$ cat config.mk
export PLATFORM = sky130hd
export DESIGN_NAME = mm_arb2
export DESIGN_NICKNAME = d
export VERILOG_FILES = /design/src/rtl/mm_arb2_pkg.sv /design/src/rtl/mm_rr_arb2.sv /design/src/rtl/mm_arb2.sv
export SDC_FILE = /design/constraint.sdc
export NUM_CORES = 1
export LEC_CHECK = 0
export CAP_MARGIN = 20
export CORE_MARGIN = 3
export CORE_UTILIZATION = 44
export CTS_CLUSTER_SIZE = 14
export DETAILED_ROUTE_END_ITERATION = 12
export GPL_ROUTABILITY_DRIVEN = 0
export PLACE_DENSITY = 0.86
export SYNTH_ARGS = -nofsm -noshare
export SYNTH_HDL_FRONTEND = slang
export SYNTH_SLANG_ARGS = --single-unit
export TNS_END_PERCENT = 10
$ cat constraint.sdc
create_clock -name clk_sys_i -period 3.03 [get_ports clk_sys_i]
set_input_delay 0.606 -clock clk_sys_i [delete_from_list [all_inputs] [get_ports clk_sys_i]]
set_output_delay 0.606 -clock clk_sys_i [all_outputs]
set_load 0.02 [all_outputs]
$ cat src/rtl/mm_arb2_pkg.sv
// Shared types and helpers for the two-master register-bus arbiter.
// The FSM encoding, default bus widths and the round-robin pick live here.
package mm_arb2_pkg;

  typedef enum logic [1:0] {
    ST_IDLE = 2'd0,
    ST_ADDR = 2'd1,
    ST_DATA = 2'd2,
    ST_DONE = 2'd3
  } arb_state_t;

  localparam int MM_ADDR_WIDTH_DEF = 8;
  localparam int MM_DATA_WIDTH_DEF = 16;

  localparam logic GRANT_M0 = 1'b0;
  localparam logic GRANT_M1 = 1'b1;

  // A contest goes to whichever master did not win last time; a lone request wins outright.
  function automatic logic rr_pick(input logic req0, input logic req1, input logic last_grant);
    if (req0 && req1) return ~last_grant;
    return req1;
  endfunction

endpackage

$ cat src/rtl/mm_rr_arb2.sv
// Combinational round-robin winner select between two requesters.
module mm_rr_arb2
  import mm_arb2_pkg::*;
(
  input  logic req0,
  input  logic req1,
  input  logic last_grant,
  output logic valid,
  output logic winner
);

  always_comb begin
    valid  = req0 | req1;
    winner = rr_pick(req0, req1, last_grant);
  end

endmodule

$ cat src/rtl/mm_arb2.sv
// Two-master round-robin arbiter in front of mm_con's single master port.
// One transaction at a time: IDLE -> ADDR -> DATA -> DONE, all outputs registered.
module mm_arb2
  import mm_arb2_pkg::*;
#(
  parameter int MM_ADDR_WIDTH = MM_ADDR_WIDTH_DEF,
  parameter int MM_DATA_WIDTH = MM_DATA_WIDTH_DEF
) (
  input  logic                     clk_sys_i,
  input  logic                     rst_n_i,
  input  logic                     m0_req_i,
  input  logic [MM_ADDR_WIDTH-1:0] m0_addr_i,
  input  logic [MM_DATA_WIDTH-1:0] m0_wdata_i,
  input  logic                     m0_we_i,
  output logic [MM_DATA_WIDTH-1:0] m0_rdata_o,
  output logic                     m0_ack_o,
  input  logic                     m1_req_i,
  input  logic [MM_ADDR_WIDTH-1:0] m1_addr_i,
  input  logic [MM_DATA_WIDTH-1:0] m1_wdata_i,
  input  logic                     m1_we_i,
  output logic [MM_DATA_WIDTH-1:0] m1_rdata_o,
  output logic                     m1_ack_o,
  output logic [MM_ADDR_WIDTH-1:0] bus_addr_o,
  output logic [MM_DATA_WIDTH-1:0] bus_wdata_o,
  output logic                     bus_we_o,
  input  logic [MM_DATA_WIDTH-1:0] bus_rdata_i,
  output logic                     grant_o,
  output logic                     busy_o
);

  arb_state_t state;
  logic       last_grant;
  logic       arb_valid;
  logic       arb_winner;

  mm_rr_arb2 u_rr (
    .req0       (m0_req_i),
    .req1       (m1_req_i),
    .last_grant (last_grant),
    .valid      (arb_valid),
    .winner     (arb_winner)
  );

  always_ff @(posedge clk_sys_i or negedge rst_n_i) begin
    if (!rst_n_i) begin
      state       <= ST_IDLE;
      last_grant  <= GRANT_M1;
      grant_o     <= 1'b0;
      busy_o      <= 1'b0;
      bus_addr_o  <= '0;
      bus_wdata_o <= '0;
      bus_we_o    <= 1'b0;
      m0_rdata_o  <= '0;
      m0_ack_o    <= 1'b0;
      m1_rdata_o  <= '0;
      m1_ack_o    <= 1'b0;
    end else begin
      case (state)
        ST_IDLE: begin
          // Requests are only looked at here; the bus regs hold the latched copy afterwards.
          if (arb_valid) begin
            state      <= ST_ADDR;
            busy_o     <= 1'b1;
            grant_o    <= arb_winner;
            last_grant <= arb_winner;
            if (arb_winner == GRANT_M1) begin
              bus_addr_o  <= m1_addr_i;
              bus_wdata_o <= m1_wdata_i;
              bus_we_o    <= m1_we_i;
            end else begin
              bus_addr_o  <= m0_addr_i;
              bus_wdata_o <= m0_wdata_i;
              bus_we_o    <= m0_we_i;
            end
          end
        end
        ST_ADDR: begin
          state    <= ST_DATA;
          bus_we_o <= 1'b0;
        end
        ST_DATA: begin
          // mm_con registered the read at the end of ADDR, so bus_rdata_i is valid now.
          state <= ST_DONE;
          if (grant_o == GRANT_M1) begin
            m1_rdata_o <= bus_rdata_i;
            m1_ack_o   <= 1'b1;
          end else begin
            m0_rdata_o <= bus_rdata_i;
            m0_ack_o   <= 1'b1;
          end
        end
        ST_DONE: begin
          state    <= ST_IDLE;
          busy_o   <= 1'b0;
          m0_ack_o <= 1'b0;
          m1_ack_o <= 1'b0;
        end
        default: state <= ST_IDLE;
      endcase
    end
  end

endmodule

==> results of run 1 <==
-- area by class of cell --
| class | instances | area share |
|---|---|---|
| Inverter | 3 | 0.002609 |
| Timing Repair Buffer | 135 | 0.3091 |
| Tap cell | 72 | 0.02088 |
| Clock inverter | 5 | 0.02407 |
| Clock buffer | 11 | 0.03276 |
| Multi-Input combinational cell | 134 | 0.2392 |
| Sequential cell | 64 | 0.3714 |
-- Yosys cell counts --
master	n	area, um2
sky130_fd_sc_hd__a21bo_1	1	10.01
sky130_fd_sc_hd__a21oi_1	4	20.02
sky130_fd_sc_hd__a31oi_1	1	6.260
sky130_fd_sc_hd__buf_2	3	15.01
sky130_fd_sc_hd__buf_4	1	7.510
sky130_fd_sc_hd__buf_6	4	45.04
sky130_fd_sc_hd__clkbuf_1	3	11.26
sky130_fd_sc_hd__dfrtp_1	63	1577
sky130_fd_sc_hd__dfstp_2	1	26.28
sky130_fd_sc_hd__ha_1	5	62.56
sky130_fd_sc_hd__inv_1	3	11.26
sky130_fd_sc_hd__mux2_2	33	371.6
sky130_fd_sc_hd__mux2i_1	25	250.2
sky130_fd_sc_hd__nand2_1	27	101.4
sky130_fd_sc_hd__nand2_2	1	6.260
sky130_fd_sc_hd__nand2b_1	1	6.260
sky130_fd_sc_hd__nand3_1	2	10.01
sky130_fd_sc_hd__nor2_1	1	3.750
sky130_fd_sc_hd__nor2b_1	2	12.51
sky130_fd_sc_hd__nor3_1	1	5.000
sky130_fd_sc_hd__nor3b_1	1	7.510
sky130_fd_sc_hd__o21ai_0	8	40.04
sky130_fd_sc_hd__o21ai_1	20	100.1
sky130_fd_sc_hd__o31ai_1	1	7.510
-- worst paths after layout --
path,startpoint,end,cells after the start
worst max-delay path,grant_o,grant_o,1
worst max register to register,state[0],state[1],4
worst min register to register,bus_wdata_o[2],bus_wdata_o[2],2
min in group clk_sys_i,bus_wdata_o[2],bus_wdata_o[2],2
max in group asynchronous,rst_n_i,last_grant,2
worst min-delay path,rst_n_i,m1_rdata_o[8],1
-- metrics by stage --
step	util	setup slack, ns	area [um2]
2_1_floorplan	-	1.432	2714
6_report	0.7514	0.9730	4315
3_5_place_dp	0.7087	0.8175	4070
3_3_place_gp	0.7087	0.8911	4070
5_1_grt	0.7514	0.9312	4315
4_1_cts	0.7514	0.9507	4315
-- report_power, final --
part	switching [mW]	internal (mW)	total [mW]
clock network	0.336	0.569	0.905
registers	0.245	1.30	1.54
logic	1.18	1.20	2.38
-- routing by layer --
metal,vias to the layer above,wire (um),track usage
li1,1012,-,-
met1,1058,2796,0.2367
met2,59,4113,0.3915
met3,10,301,0.03925
met4,0,161,0.1137
met5,-,0,0
-- flip-flops by register name (all words and copies together) (netlist names) --
| signal | flops |
|---|---|
| bus_wdata_o | 16 |
| m0_rdata_o | 16 |
| m1_rdata_o | 16 |
| bus_addr_o | 8 |
| state | 2 |
| bus_we_o | 1 |
| busy_o | 1 |
| grant_o | 1 |
| last_grant | 1 |
| m0_ack_o | 1 |
| m1_ack_o | 1 |
-- cell families (layout without fill, tap and decap cells) --
logic type,Yosys count,count (layout),synth area share
AND/OR/NAND/NOR,36,36,0.05625
flip-flops,64,64,0.5906
multiplexers,58,58,0.2291
AO/OA/AOI/OAI,35,35,0.06778
adder cells (fa/ha/maj),5,5,0.02305
buffers and inverters,14,154,0.03319
-- cell usage in the layout, fill, tap and decap left out, drive strengths merged --
cell type,instances
clkdlybuf4s50,129
dfrtp,63
mux2,33
nand2,28
o21ai,28
mux2i,25
clkbuf,11
buf,6
ha,5
a21oi,4
inv,3
bufinv,3
nor2b,2
nand3,2
clkinv,2
a21bo,1
nor3b,1
nor3,1
a31oi,1
nor2,1
nand2b,1
o31ai,1
dfstp,1
==> impl_metrics.ini, run 1 <==
[status]
result_of_the_run = completed

[timing]
ratio_of_final_minimum_period_to_clock_period = 0.6789
finalSetupViolations = 0
fin_tns_setup_ns = 0
fin_worst_skew_ns = 0.007178
max_freq_mhz = 486.1
slew_headroom = 0.4764
worst-slew-pin-transition_ns = 0.7854
fin_crit_ns = 2.057
pins_over_slew_limit = 0
worst_hold_slack_ns = 0.3369
report.final.hold_viol_count = 0
grt_setup_unrepaired = no

[placement]
detailed_place_hpwl_um = 5296
place.port_buffers = 130
placedCellCount = 408

[clocking]
worst_skew_pair.late_latency_ns = 0.34
bufs_on_longest_clock_path = 2
hold_buffers = 0
cts_repair_resizes = 0
cts_post_setup_buffers_inserted = 0
cts.reportedPaths.clkPinSlew_ns = 0.07
clock_h_tree_levels = 3
tritoncts.num_buffers = 9
buffer_type_at_the_clock_tree_root = sky130_fd_sc_hd__clkbuf_8
cts.sinks = 64
tritoncts = built

[worst_setup_path]
delay_of_the_slowest_critical_path_stage_ns = 0.67
worst_path_dominant_cell_family = buffers and inverters
endpoint_kind = output port
critical_path.max_fanout = 6
critical_path_class = reg2out
reg2reg_setup_slack_ns = 1.18
startpoint_type = flip-flop
worstPathBufferInverterCount = 1
required_ns = 2.42
timing.critical_path.arrival_ns = 1.45
critical_path.cell_chain = clkdlybuf4s50_1
cp_slowest_cell = sky130_fd_sc_hd__clkdlybuf4s50_1

[floorplanning]
design.core.area_um2 = 5743
die_height_um = 84.54
ioPinCount = 131
row_count = 27
die_w_um = 84.54
die_area_um2 = 7146
initial_cell_density_of_the_core = 0.4725

[final_layout]
final_layout_size_suffix_gt1_frac = 0.1619
n_antenna_cell = 0
multi_input_combinational_cell_area_um2 = 1032
num-fill-cells = 393
area.sequential_um2 = 1603
final-instance-count-excl-fill = 424
p_r_area_growth_vs_syn_pct = 59.01
num-nets-final = 422

[logic_synthesis]
synth_nets = 287
syn_area_per_cell_um2 = 12.80
sequential_to_total_area_share_from_yosys_stat = 0.5906
syn_inst = 212
syn-cell-area_um2 = 2714
ys_ff_latch = 64
yosys_warnings = 0
netlist-cell-type-count = 24

[detailed_routing]
routed-via-count = 2139
avgViaCountPerCell = 5.045
drtIter0Drc = 116
wirelength_um = 7372
drt_drc_violations_left = 0
antenna_violating_nets_post_route = 0
wl_per_cell_um = 17.39
firstDrtPassIters = 5

[global_route]
antenna_found_initial = 0
grt-ovfl-total = 0
number_of_global_route_vias_before_repair = 2266
grt_start_max_net_pins = 47
grt_pass1_wl_um = 11810
groute.usage.overall = 0.2154

[power_and_ir_drop]
p_leak_nw = 1.916
vdd_drop_max_mv = 0.6177
power_density_nw_per_um2 = 1118
design_power_total_mw = 4.826

[worst_hold_path]
worstHoldPathType = in2async

[job]
max-cap-violations = 0
Power figures use the tool's default switching activity.
==> run 2, diff against run 1 <==
Settings changed: CORE_UTILIZATION 44 to 37, PLACE_DENSITY 0.86 to 0.77.
Clock period 3.03 ns to 1.7 ns, I/O delays scaled along.
==> run 2 against run 1 <==
  * Design area up 3.1%
  * Power is 73% higher
  * Clock power is 43% higher
  * Highest routed layer unchanged
==> impl_metrics.ini, run 2 (synthesized netlist as in run 1, its figures left out) <==
[floorplanning]
design.core.area_um2 = 6944
die_height_um = 91.65
die_area_um2 = 8399
row_count = 30
initial_cell_density_of_the_core = 0.3908
ioPinCount = 131
die_w_um = 91.65

[detailed_routing]
drtIter0Drc = 30
wl_per_cell_um = 14.28
wirelength_um = 6524
antenna_violating_nets_post_route = 0
avgViaCountPerCell = 4.615
drt_drc_violations_left = 0
firstDrtPassIters = 4
routed-via-count = 2109

[job]
max-cap-violations = 0

[global_route]
met1_usage = 0.1983
grt_use_met3 = 0.06481
antenna_found_initial = 0
global_route.peak_usage_layer = met2
global_route.usage.met2 = 0.2532
grt_pass1_wl_um = 10580
number_of_global_route_vias_before_repair = 2157
groute.usage.overall = 0.1607
grt_start_max_net_pins = 65
grt-ovfl-total = 0

[clocking]
clock_h_tree_levels = 3
buffer_type_at_the_clock_tree_root = sky130_fd_sc_hd__clkbuf_8
bufs_on_longest_clock_path = 2
cts.reportedPaths.clkPinSlew_ns = 0.07
cts.sinks = 64
worst_skew_pair.late_latency_ns = 0.33
tritoncts = built
tritoncts.num_buffers = 9

[timing]
grt_setup_unrepaired = no
finalSetupViolations = 0
pins_over_slew_limit = 0
slew_headroom = 0.7750
worst_hold_slack_ns = 0.01400
ratio_of_final_minimum_period_to_clock_period = 0.9716
post-route-worst-setup-slack_ns = 0.04828
max_freq_mhz = 605.4
worst-slew-pin-transition_ns = 0.3376
report.final.hold_viol_count = 0
fin_crit_ns = 1.652
fin_worst_skew_ns = 0.007600

[final_layout]
most_frequent_cells_in_the_layout = sky130_fd_sc_hd__clkdlybuf4s50_1, sky130_fd_sc_hd__dfrtp_1, sky130_fd_sc_hd__mux2_2
p_r_area_growth_vs_syn_pct = 63.99
mostFrequentLayoutCell = sky130_fd_sc_hd__clkdlybuf4s50_1
area.sequential_um2 = 1603
num-nets-final = 431
top_regs = bus_wdata_o: 16 flops, m0_rdata_o: 16 flops, m1_rdata_o: 16 flops
n_antenna_cell = 0
num-fill-cells = 541
final-instance-count-excl-fill = 457
multi_input_combinational_cell_area_um2 = 1035
final_layout_size_suffix_gt1_frac = 0.1856

[worst_setup_path]
critical_path.max_fanout = 2
setup.worst_path.start = bus_addr_o[6]
endpoint_kind = output port
reg2reg_setup_slack_ns = 0.15
delay_of_the_slowest_critical_path_stage_ns = 0.65
timing.critical_path.arrival_ns = 1.31
startpoint_type = flip-flop
critical_path.reg2reg.endpoint = m1_rdata_o[15]
crit_path_cell_count = 1
r2r_cells = 6
cp-endpoint = bus_addr_o[6]
critical_path.reg2reg.startpoint = state[0]
cp_slowest_cell = sky130_fd_sc_hd__clkdlybuf4s50_1
critical_path.cell_chain = clkdlybuf4s50_1
required_ns = 1.36
critical_path_class = reg2out
worstPathBufferInverterCount = 1
worst_path_dominant_cell_family = buffers and inverters

[worst_hold_path]
worstHoldPathType = in2async

[power_and_ir_drop]
power_switching_share = 0.3655
power.sequential.fraction = 0.325
vdd_drop_max_mv = 0.8289
design_power_total_mw = 8.361
power.combinational.fraction = 0.521
p_leak_nw = 2.069
clock_power_share = 0.154
netSwitchingPower_mw = 3.056
cellInternalPower_mw = 5.305
power_density_nw_per_um2 = 1879

[status]
result_of_the_run = completed

[placement]
dp_worst_setup_slack_ns = -0.01533
detailed_place_hpwl_um = 4974
placedCellCount = 441
place.port_buffers = 130
## run 2: cell types whose count changed in the layout (fill, tap and decap cells not counted), sizes merged
| cell | change |
|---|---|
| dlymetal6s2s | +9 |
| clkinv | +1 |
| buf | +9 |
| dlygate4sd2 | +2 |
| clkdlybuf4s50 | -11 |
| clkinvlp | +1 |
| bufinv | -2 |
## run 2: how the worst min path moves through the flow
stage	cells past startpoint	startpoint	end	slack, ns
4_1_cts	2	rst_n_i	m0_rdata_o[11]	0.02
2_1_floorplan	0	rst_n_i	bus_addr_o[0]	0.04
3_5_place_dp	2	rst_n_i	m0_rdata_o[11]	0.38
5_1_grt	2	rst_n_i	m0_rdata_o[11]	0.02
3_3_place_gp	2	rst_n_i	m0_rdata_o[15]	0.38
6_report	2	rst_n_i	m0_rdata_o[11]	0.01
## run 2: metal layers
layer / up-vias / share of wire / wire length [um]
li1: 1035 / - / -
met1: 974 / 0.43 / 2796
met2: 98 / 0.47 / 3064
met3: 2 / 0.099 / 645
met4: 0 / 0.0026 / 17
met5: - / 0 / 0
## run 2: worst reg2reg max path, delay by kind of cell, from the launching register on
| kind | cells | cell delay (ns) |
|---|---|---|
| muxes | 1 | 0.34 |
| adders and majority gates | 1 | 0.23 |
| buffers and inverters | 3 | 0.38 |
| and+or+nand+nor | 1 | 0.10 |
| DFF | 1 | 0.38 |
## run 2: final cells by class
cell class                 count  share of cell area
clock inverter                 5             0.01265
inverter                       3            0.002530
timing repair buffer         144              0.3334
sequential                    64              0.3601
clock buffer                  11             0.03177
multi-input combinational    134              0.2325
tap                           96             0.02699
## run 2: through the flow
stage	utilization	setup TNS, ns	cell area [um2]
global route	0.6409	0	4451
detailed placement	0.6092	-0.01533	4230
CTS	0.6373	0	4425
global placement	0.6092	0	4230
floorplan	-	0	2714
finish	0.6409	0	4451
## run 2: timing repair
item                                    CTS  global route
gates resized for setup                   2            10
pin swaps                                 0             0
hold buffers                              0             0
gates cloned                              0             0
endpoints found under the setup margin    2            25
setup buffers                             0             0
## run 2: power groups by stage
stage,clock network [mW],logic [mW],registers [mW]
after floorplan,0,1.40,3.62
after global placement,0,4.36,2.72
after detailed placement,0,4.44,2.77
after CTS,1.33,4.43,2.74
after global routing,1.40,4.69,2.83
final,1.29,4.35,2.72
